[config.mk]
export PLATFORM = sky130hd
export DESIGN_NAME = sync_down_counter
export DESIGN_NICKNAME = d
export VERILOG_FILES = /design/src/rtl/sync_cnt_pkg.sv /design/src/rtl/sync_down_counter_core.sv /design/src/rtl/sync_down_counter.sv
export SDC_FILE = /design/constraint.sdc
export NUM_CORES = 1
export LEC_CHECK = 0
export CAP_MARGIN = 10
export CORE_AREA = 4 4 41 43
export DETAILED_ROUTE_END_ITERATION = 6
export DIE_AREA = 0 0 45 47
export SLEW_MARGIN = 25
export SYNTH_ARGS = -nofsm -noshare
export SYNTH_HDL_FRONTEND = slang
export SYNTH_SLANG_ARGS = --single-unit
[constraint.sdc]
create_clock -name clk -period 1.83 [get_ports clk]
set_clock_uncertainty 0.2 [all_clocks]
set_input_delay 0.366 -clock clk [delete_from_list [all_inputs] [get_ports clk]]
set_output_delay 0.366 -clock clk [all_outputs]
set_load 0.05 [all_outputs]
[src/rtl/sync_cnt_pkg.sv]
// Shared types and defaults for the loadable down-counter timer.
package sync_cnt_pkg;

  localparam int CNT_WIDTH_DEF = 4;

  typedef enum logic [1:0] {
    IDLE = 2'd0,
    RUN  = 2'd1,
    HALT = 2'd2
  } cnt_state_t;

endpackage

[src/rtl/sync_down_counter_core.sv]
// Count register for the down-counter timer: load has priority over decrement.
module down_cnt_core
  import sync_cnt_pkg::*;
#(
  parameter int WIDTH = CNT_WIDTH_DEF
) (
  input  logic             clk,
  input  logic             rst,
  input  logic             i_ld,
  input  logic [WIDTH-1:0] i_ld_val,
  input  logic             i_dec,
  output logic [WIDTH-1:0] o_cnt,
  output logic             o_is_one,
  output logic             o_is_zero
);

  logic [WIDTH-1:0] r_cnt;

  // Decrement wraps naturally from zero to all-ones.
  always_ff @(posedge clk or posedge rst) begin
    if (rst) begin
      r_cnt <= '0;
    end else if (i_ld) begin
      r_cnt <= i_ld_val;
    end else if (i_dec) begin
      r_cnt <= r_cnt - WIDTH'(1);
    end
  end

  assign o_cnt     = r_cnt;
  assign o_is_one  = (r_cnt == WIDTH'(1));
  assign o_is_zero = (r_cnt == '0);

endmodule

[src/rtl/sync_down_counter.sv]
// Programmable interval timer: FSM, reload register and tc/done flags.
// Optional periodic mode is compiled in with SYNC_DOWN_CNT_AUTORELOAD_EN.
//   state | meaning
//   IDLE  | after reset, waiting for first load
//   RUN   | counting down on enabled clocks
//   HALT  | one-shot expired, count parked at zero
module sync_down_counter
  import sync_cnt_pkg::*;
#(
  parameter int WIDTH = CNT_WIDTH_DEF
) (
  input  logic             clk,
  input  logic             rst,
  input  logic             en,
  input  logic             load,
  input  logic [WIDTH-1:0] load_val,
  input  logic             auto_reload,
  output logic [WIDTH-1:0] b,
  output logic             tc,
  output logic             done,
  output logic             busy
);

  cnt_state_t       r_state;
  logic             r_tc;
  logic             r_done;
  logic             w_is_one;
  logic             w_is_zero;
  logic             w_term;
  logic             w_reload_now;
  logic [WIDTH-1:0] w_reload_val;
  logic             w_clear;
  logic             w_core_ld;
  logic             w_core_dec;
  logic [WIDTH-1:0] w_core_val;

  // A load on the terminal edge pre-empts the terminal event entirely.
  assign w_term = (r_state == RUN) & en & w_is_one & ~load;

`ifdef SYNC_DOWN_CNT_AUTORELOAD_EN
  logic [WIDTH-1:0] r_reload;

  always_ff @(posedge clk or posedge rst) begin
    if (rst) begin
      r_reload <= '0;
    end else if (load) begin
      r_reload <= load_val;
    end
  end

  assign w_reload_now = w_term & auto_reload;
  assign w_reload_val = r_reload;
`else
  logic w_unused_auto_reload;

  assign w_unused_auto_reload = auto_reload;
  assign w_reload_now         = 1'b0;
  assign w_reload_val         = '0;
`endif

  // Keeps the parked count pinned at zero while halted.
  assign w_clear    = (r_state == HALT) & ~w_is_zero & ~load;
  assign w_core_ld  = load | w_reload_now | w_clear;
  assign w_core_val = load ? load_val : (w_reload_now ? w_reload_val : '0);
  assign w_core_dec = (r_state == RUN) & en;

  down_cnt_core #(
    .WIDTH(WIDTH)
  ) u_core (
    .clk      (clk),
    .rst      (rst),
    .i_ld     (w_core_ld),
    .i_ld_val (w_core_val),
    .i_dec    (w_core_dec),
    .o_cnt    (b),
    .o_is_one (w_is_one),
    .o_is_zero(w_is_zero)
  );

  always_ff @(posedge clk or posedge rst) begin
    if (rst) begin
      r_state <= IDLE;
      r_tc    <= 1'b0;
      r_done  <= 1'b0;
    end else begin
      r_tc <= w_term;
      if (load) begin
        r_state <= RUN;
        r_done  <= 1'b0;
      end else if (w_term && !w_reload_now) begin
        r_state <= HALT;
        r_done  <= 1'b1;
      end
    end
  end

  assign tc   = r_tc;
  assign done = r_done;
  assign busy = (r_state == RUN);

endmodule

## Word-level counts from Yosys, hierarchy flattened

Cells that the tools add are included.
W data, S select, Z words.

- Output and inout bits: 7
- Word-level logic and storage cells: 26
- Register bits after elaboration: 8
- Input bits: 9

- Bitwise logic cells: 8
- Muxes and demuxes: 7
- Equality and inequality tests: 3
- Reductions and logical operators: 3
- Add/sub/neg operators: 1

Operator list:

| cell | number |
|---|---|
| $mux W4 | 3 |
| $and A1 B1 Y1 | 5 |
| $eq A4 B1 Y1 const B | 1 |
| $logic_not A4 Y1 | 1 |
| $mux W2 | 2 |
| $reduce_bool A2 Y1 | 2 |
| $sub A4 B1 Y4 const B | 1 |
| $eq A2 B1 Y1 const B | 1 |
| $eq A2 B2 Y1 const B | 1 |
| $mux W1 | 2 |
| $not A1 Y1 | 2 |
| $or A1 B1 Y1 | 1 |

## Longest topological paths before layout

Gate-level depths: netlist of the first run.

- Word-level depth: 6
- Depth in mapped cells: 6
- Gate-level depth less buffers: 6

## Modules after synthesis

Synthesis of the first run repeated with hierarchy kept, for this count alone.

- Cell total of the unflattened synthesis: 43
- Area total of the unflattened synthesis: 421.7 µm²

Modules (own cells, without submodules):

| module | cells each | sequential area each (µm²) | area an instance (µm²) | instances |
|---|---|---|---|---|
| down_cnt_core | 25 | 100.1 | 251.5 | 1 |
| sync_down_counter | 18 | 75.1 | 170.2 | 1 |

## Least setup slack after synthesis of the first run

Ideal clock, no wire load.

- Kind: register to register
- Start: reg u_core.r_cnt[0], in the netlist u_core.o_cnt[0]
- End: reg u_core.r_cnt[2], in the netlist u_core.o_cnt[2]
- Arrival: 1.556 ns
- Clock period less this slack: 1.830 ns
- Library setup time: 0.074 ns
- Buffers on the path: 0
- Required time: 1.556 ns
- Path slack: 0.000 ns
- Cell stages (with the launch flop): 7
- Cell sequence: dfrtp_1 > inv_1 > ha_1 > nor3b_4 > o211ai_2 > a21oi_1 > a21oi_2

- Cells in the longest elaborated chain, start to end: 6
- Elaborated cells on any way between the ends: 9
- Classes of those cells: 1 x add/sub; 2 x mux; 4 x bitwise; 2 x reduce/logical

Ends and longest elaborated chain:

| what | line | source |
|---|---|---|
| start: declaration | sync_down_counter_core.sv:17 | `logic [WIDTH-1:0] r_cnt;` |
| start signal: assignment | sync_down_counter_core.sv:24 | `r_cnt <= i_ld_val;` |
| start signal: assignment | sync_down_counter_core.sv:26 | `r_cnt <= r_cnt - WIDTH'(1);` |
| branches (longest 6 deep; another with $sub A4 B1 Y4) | -- |  |

Parallel ways; which one is timed is not known. The select of a mux whose other input is x is not followed.
A chain may end at the register's enable or synchronous reset.

## Worst setup path in the final report of the first run

- Start: reg u_core.r_cnt[1], in the netlist u_core.o_cnt[1]
- End: reg u_core.r_cnt[3], in the netlist u_core.o_cnt[3]

Same word-level chain as after synthesis.

==> results of run 1 <==
-- layer usage --
| metal | part of all wire [%] | vias to the layer above | global-route usage, % |
|---|---|---|---|
| met4 | 1.1 | 0 | 5.26 |
| met2 | 47 | 8 | 15.8 |
| met5 | 0 | - | 0 |
| met3 | 5.1 | 2 | 1.53 |
| li1 | - | 195 | - |
| met1 | 47 | 169 | 13.9 |
-- cells by family after synthesis --
| kind of cell | after synthesis | synth area share [%] |
|---|---|---|
| simple gates | 16 | 23.7 |
| compound gates | 15 | 24.9 |
| flops | 7 | 39.1 |
| buf+inv | 6 | 6.70 |
| fa+ha+maj | 2 | 5.59 |
-- final timing paths --
path | end | slack, ns
max | u_core.o_cnt[3]$_DFFE_PP0P_ | 0.17
min | u_core.o_cnt[1]$_DFFE_PP0P_ | 0.15
max reg2reg | u_core.o_cnt[3]$_DFFE_PP0P_ | 0.17
min reg2reg | r_state[0]$_DFFE_PP0P_ | 0.33
max in group asynchronous | u_core.o_cnt[3]$_DFFE_PP0P_ | 1.07
min in group clk | r_state[0]$_DFFE_PP0P_ | 0.33
-- metrics by stage --
step | util, % | power (mW)
finish | 53.4 | 0.621
floorplan | - | 0.362
global route | 53.4 | 0.661
global placement | 51.3 | 0.491
detailed placement | 51.3 | 0.491
CTS | 53.4 | 0.631
-- cells in the final DEF, fill, tap and decap left out --
cell / instances
a21o_1: 4
a21oi_1: 5
a21oi_2: 2
a31o_1: 2
and2_4: 1
buf_12: 6
buf_4: 3
clkbuf_1: 1
clkbuf_4: 3
clkdlybuf4s50_1: 7
dfrtp_1: 7
ha_1: 2
inv_1: 5
nand2_1: 4
nand2b_1: 2
nand3_2: 1
nand3b_1: 1
nor2_1: 4
nor2b_4: 1
nor3_1: 1
nor3b_4: 1
o211ai_2: 1
o21ai_2: 1
-- power by group --
part	internal (mW)	leakage, nW	switching, mW	total [mW]
Clock	0.0829	0.0150	0.0519	0.135
Sequential	0.174	0.0854	0.0337	0.207
Combinational	0.139	0.228	0.140	0.279
-- sequential cells by signal, summed over array words and instances, names as in the netlist --
| name | count |
|---|---|
| r_state | 2 |
| u_core.o_cnt | 4 |
| tc | 1 |
-- final cells by class --
class | instances | area share, %
multi-input combinational | 33 | 35.0
tap | 15 | 2.70
timing repair buffer | 16 | 30.6
clock buffer | 4 | 3.78
inverter | 5 | 2.70
sequential | 7 | 25.2
-- worst reg2reg max path, stage by stage, from the launching register on --
cell,delay [ns]
dfrtp_1,0.43
inv_1,0.10
ha_1,0.18
nor3b_4,0.23
o21ai_2,0.11
a31o_1,0.21
a21oi_2,0.13
==> results.toml, run 1 <==
[route]
wl_per_cell_um = 11.1
first_iter_violations = 3
drc_errors = 0
routed_via_density = 4.68
ant_nets = 0
via_count = 374
drt-total-wl_um = 885
dr.pass1.iters = 4

[placement]
dpl_cell_area_um2 = 668
post-place-ws_ns = 0.0378
dp_hpwl_um = 738
io_buffers = 14
place.gp.congestion = 0.706
dp.cells = 76

[job]
maxCapViolCount = 0

[cts]
cts_hold_buf = 0
cts_setup_buffers = 0
cts_resized = 0
cts_max_level = 1
clk_latency_ns = 0.24
clk_pin_slew_ns = 0.05
cts.sinks = 7
clockRootBuffer = "clkbuf_4"
clockBufferDepth = 2
cts_buffers = 3
cts_tree = "built"

[finish]
nets = 77
design_area_um2 = 694
multi_input_area_um2 = 243
fin_cells = 80
antenna_cells = 0
area_growth_syn_to_layout_pct = 55.0
register_area_um2 = 175
fillCellCount = 116
drive_gt1_share_pct = 30.8

[global_routing]
track_usage_pct = 10.3
antenna_found_initial = 0
grt_pass1_wl_um = 1590
grt_pass1_vias = 372
grt_max_degree = 8
overflow = 0

[setup_path]
path_delay_family = "compound AO/OA/AOI/OAI gates"
worst-path-buf-inv = 1
cp.depth = 6
reg2reg_depth = 6
crit_slowest_cell = "dfrtp_1"
crit_path_start_kind = "flip-flop"
slowest_delay_ns = 0.43
arrival_ns = 1.64
cp-end-kind = "flip-flop"
path_class = "reg2reg"
required_ns = 1.80
critPathMaxFanout = 4
cp-startpoint = "u_core.o_cnt[1]$_DFFE_PP0P_"
rr_startpoint = "u_core.o_cnt[1]$_DFFE_PP0P_"
crit_chain = "inv_1 > ha_1 > nor3b_4 > o21ai_2 > a31o_1 > a21oi_2"

[pwr]
peakVddDrop_mv = 0.550
p_leak_nw = 0.328
power_density_nw_per_um2 = 895

[sta]
slew_headroom_pct = 79.9
setup_ws_ns = 0.166
setup_viol = 0
min_period_over_period_pct = 90.9
max_freq_mhz = 601
worst_hold_slack_ns = 0.152
tightest_slew_ns = 0.301
period_needed_ns = 1.66
hold_viol_final = 0
slew_violations = 0
tns_ns = 0
rsz0062_at_grt = "no"

[synth]
ys_types = 19
yosys-top-cells-area = "dfrtp_1 (39%), a21o_1 (6.7%), a21oi_1 (5.6%)"
synth_commonest_cells = "dfrtp_1 (7), a21oi_1 (5), inv_1 (5)"
async_reset_ff_share_pct = 100
avgSynthCellArea_um2 = 9.74
synth-edff-count = 0
synthMostInstantiatedCell = "dfrtp_1"
synth-seq-cells = 7
synth_top_area_share_pct = 39.1
seq_area_frac_synth_pct = 39.1
synth_warnings = 0
yosys.area.top_type = "dfrtp_1"
synth_nets = 57
ys.flop_type = "dfrtp_1"
synth_area_um2 = 448
postSynthCellCount = 46

[floorplanning]
placementRows = 13
dieArea_um2 = 2120
die_x_um = 45
dieHeight_um = 47
start_util_pct = 34.4
pin_count = 16
core_um2 = 1300

[outcome]
status = "finished, final reports clean"

[hold_path]
hold_path_class = "in2async"
Power figures use the tool's default switching activity.
==> inputs of run 2 (changes only) <==
Settings changed: ABC_AREA set to 0, SYNTH_HIERARCHICAL set to 1.
==> run 2 against run 1 <==
Compared with the run above: via count unchanged; area after synthesis down 5.9%; cell count up 2.5%; worst hold slack worse by 0.030 ns; maximum frequency up 0.79%; critical path type unchanged.
==> results.toml, run 2 <==
[pwr]
fin_total_pwr_uw = 702
power_density_nw_per_um2 = 976
peakVddDrop_mv = 0.324
p_leak_nw = 0.342

[sta]
slew_headroom_pct = 77.3
hold_viol_final = 0
setup_ws_ns = 0.179
max_freq_mhz = 606
rsz0062_at_grt = "no"
slew_violations = 0
setup_viol = 0
worst_hold_slack_ns = 0.123
period_needed_ns = 1.65
tightest_slew_ns = 0.340
tns_ns = 0
min_period_over_period_pct = 90.2

[route]
routed_via_density = 4.56
drc_errors = 0
dr.pass1.iters = 5
first_iter_violations = 7
drt-total-wl_um = 861
ant_nets = 0
via_count = 374
wl_per_cell_um = 10.5

[cts]
clk_pin_slew_ns = 0.05
cts_buffers = 3
cts_max_level = 1
cts.sinks = 7
clockBufferDepth = 2
cts_tree = "built"
cts_hold_buf = 0
clockRootBuffer = "clkbuf_4"
cts_setup_buffers = 0
clk_latency_ns = 0.25

[placement]
dp.cells = 78
post-place-ws_ns = -0.0272
place.gp.congestion = 0.707
dp_hpwl_um = 722
io_buffers = 14
dpl_cell_area_um2 = 688

[setup_path]
path_class = "reg2reg"
crit_path_start_kind = "flip-flop"
slowest_delay_ns = 0.46
worst-path-buf-inv = 0
arrival_ns = 1.58
critPathMaxFanout = 5
required_ns = 1.76
crit_chain = "nor2b_4 > and2_4 > nor4b_4 > xor2_1 > mux2_2"
cp-end-kind = "flip-flop"
crit_slowest_cell = "dfrtp_2"
path_delay_family = "simple AND/OR/NAND/NOR gates"

[outcome]
status = "finished, final reports clean"

[global_routing]
grt_pass1_wl_um = 1390
grt_pass1_vias = 359
grt_max_degree = 7
track_usage_pct = 9.21
antenna_found_initial = 0
overflow = 0

[synth]
synth_commonest_cells = "dfrtp_1 (7), nand2_1 (5)"
async_reset_ff_share_pct = 100
synth-seq-cells = 7
ys.flop_type = "dfrtp_1"
yosys.area.top_type = "dfrtp_1"
synthMostInstantiatedCell = "dfrtp_1"
synth_nets = 54
avgSynthCellArea_um2 = 9.81
yosys-top-cells-area = "dfrtp_1 (42%), and2_1 (5.9%), ha_1 (5.9%)"
synth_top_area_share_pct = 41.5
synth_warnings = 6
seq_area_frac_synth_pct = 41.5
synth_area_um2 = 422
ys_types = 17
postSynthCellCount = 43
synth-edff-count = 0

[finish]
largest_reg_flops = 4
antenna_cells = 0
design_area_um2 = 719
drive_gt1_share_pct = 35.8
layout_common_cells = "clkdlybuf4s50_1 (7), buf_4 (7), buf_12 (6)"
multi_input_area_um2 = 238
area_growth_syn_to_layout_pct = 70.6
fillCellCount = 128
nets = 79
fin_util_pct = 55.3
fin_cells = 82
register_area_um2 = 179

[floorplanning]
placementRows = 13
dieArea_um2 = 2120
dieHeight_um = 47
core_um2 = 1300
pin_count = 16
die_x_um = 45
start_util_pct = 32.4

[job]
maxCapViolCount = 0

[hold_path]
hold_path_class = "in2async"
## run 2: changes by cell type after synthesis, sizes merged, moves of 2 or more
cell	change
nand2b	-2
a21oi	-7
xor2	+2
a31oi	+2
and2	+4
o21ai	+3
a31o	-2
a21o	-3
## run 2: worst register-to-register path, cell delays in order (launching register included)
cell and delay [ns]:
dfrtp_2 0.46, nor2b_4 0.17, and2_4 0.16, nor4b_4 0.19, xor2_1 0.10, mux2_2 0.26
## run 2: power breakdown
group,switching (mW),internal [mW],total [mW]
clock,0.0534,0.0830,0.136
combinational,0.172,0.180,0.352
sequential,0.0340,0.180,0.214
total,0.260,0.443,0.702
## run 2: layout make-up
type / count / share of cell area (%)
repair buffers: 20 / 33.7
flip-flops and latches: 7 / 24.9
well taps: 15 / 2.61
clock buffers: 4 / 3.65
multi-input cells: 32 / 33.0
inverters: 4 / 2.09
## run 2: worst paths after layout
| path | start | to | slack, ns | depth (start not counted) |
|---|---|---|---|---|
| worst max-delay path | done$_DFFE_PP0P_ | u_core/o_cnt[3]$_DFFE_PP0P_ | 0.18 | 5 |
| worst min-delay path | rst | done$_DFFE_PP0P_ | 0.12 | 2 |
| worst max register to register | done$_DFFE_PP0P_ | u_core/o_cnt[3]$_DFFE_PP0P_ | 0.18 | 5 |
| worst min register to register | r_state[0]$_DFFE_PP0P_ | r_state[0]$_DFFE_PP0P_ | 0.41 | 2 |
| max in group asynchronous | rst | u_core/o_cnt[1]$_DFFE_PP0P_ | 1.13 | 2 |
| min in group clk | r_state[0]$_DFFE_PP0P_ | r_state[0]$_DFFE_PP0P_ | 0.41 | 2 |
## run 2: repair_timing
item / CTS / global route
gates resized for setup: 0 / 1
hold endpoints to repair: 0 / 0
endpoints found under the setup margin: 0 / 2
## run 2: cell families after synthesis
| logic type | share of synthesized area (%) |
|---|---|
| compound gates | 9.50 |
| mux | 2.67 |
| flops | 41.5 |
| fa+ha+maj | 5.93 |
| simple gates | 30.6 |
| buf+inv | 3.56 |
| xor+xnor | 6.23 |
## run 2: layer usage
metal	GRT usage (%)	routed length, um
met5	0	0
met4	5.26	0
met3	2.30	49
met2	13.8	413
met1	12.0	398
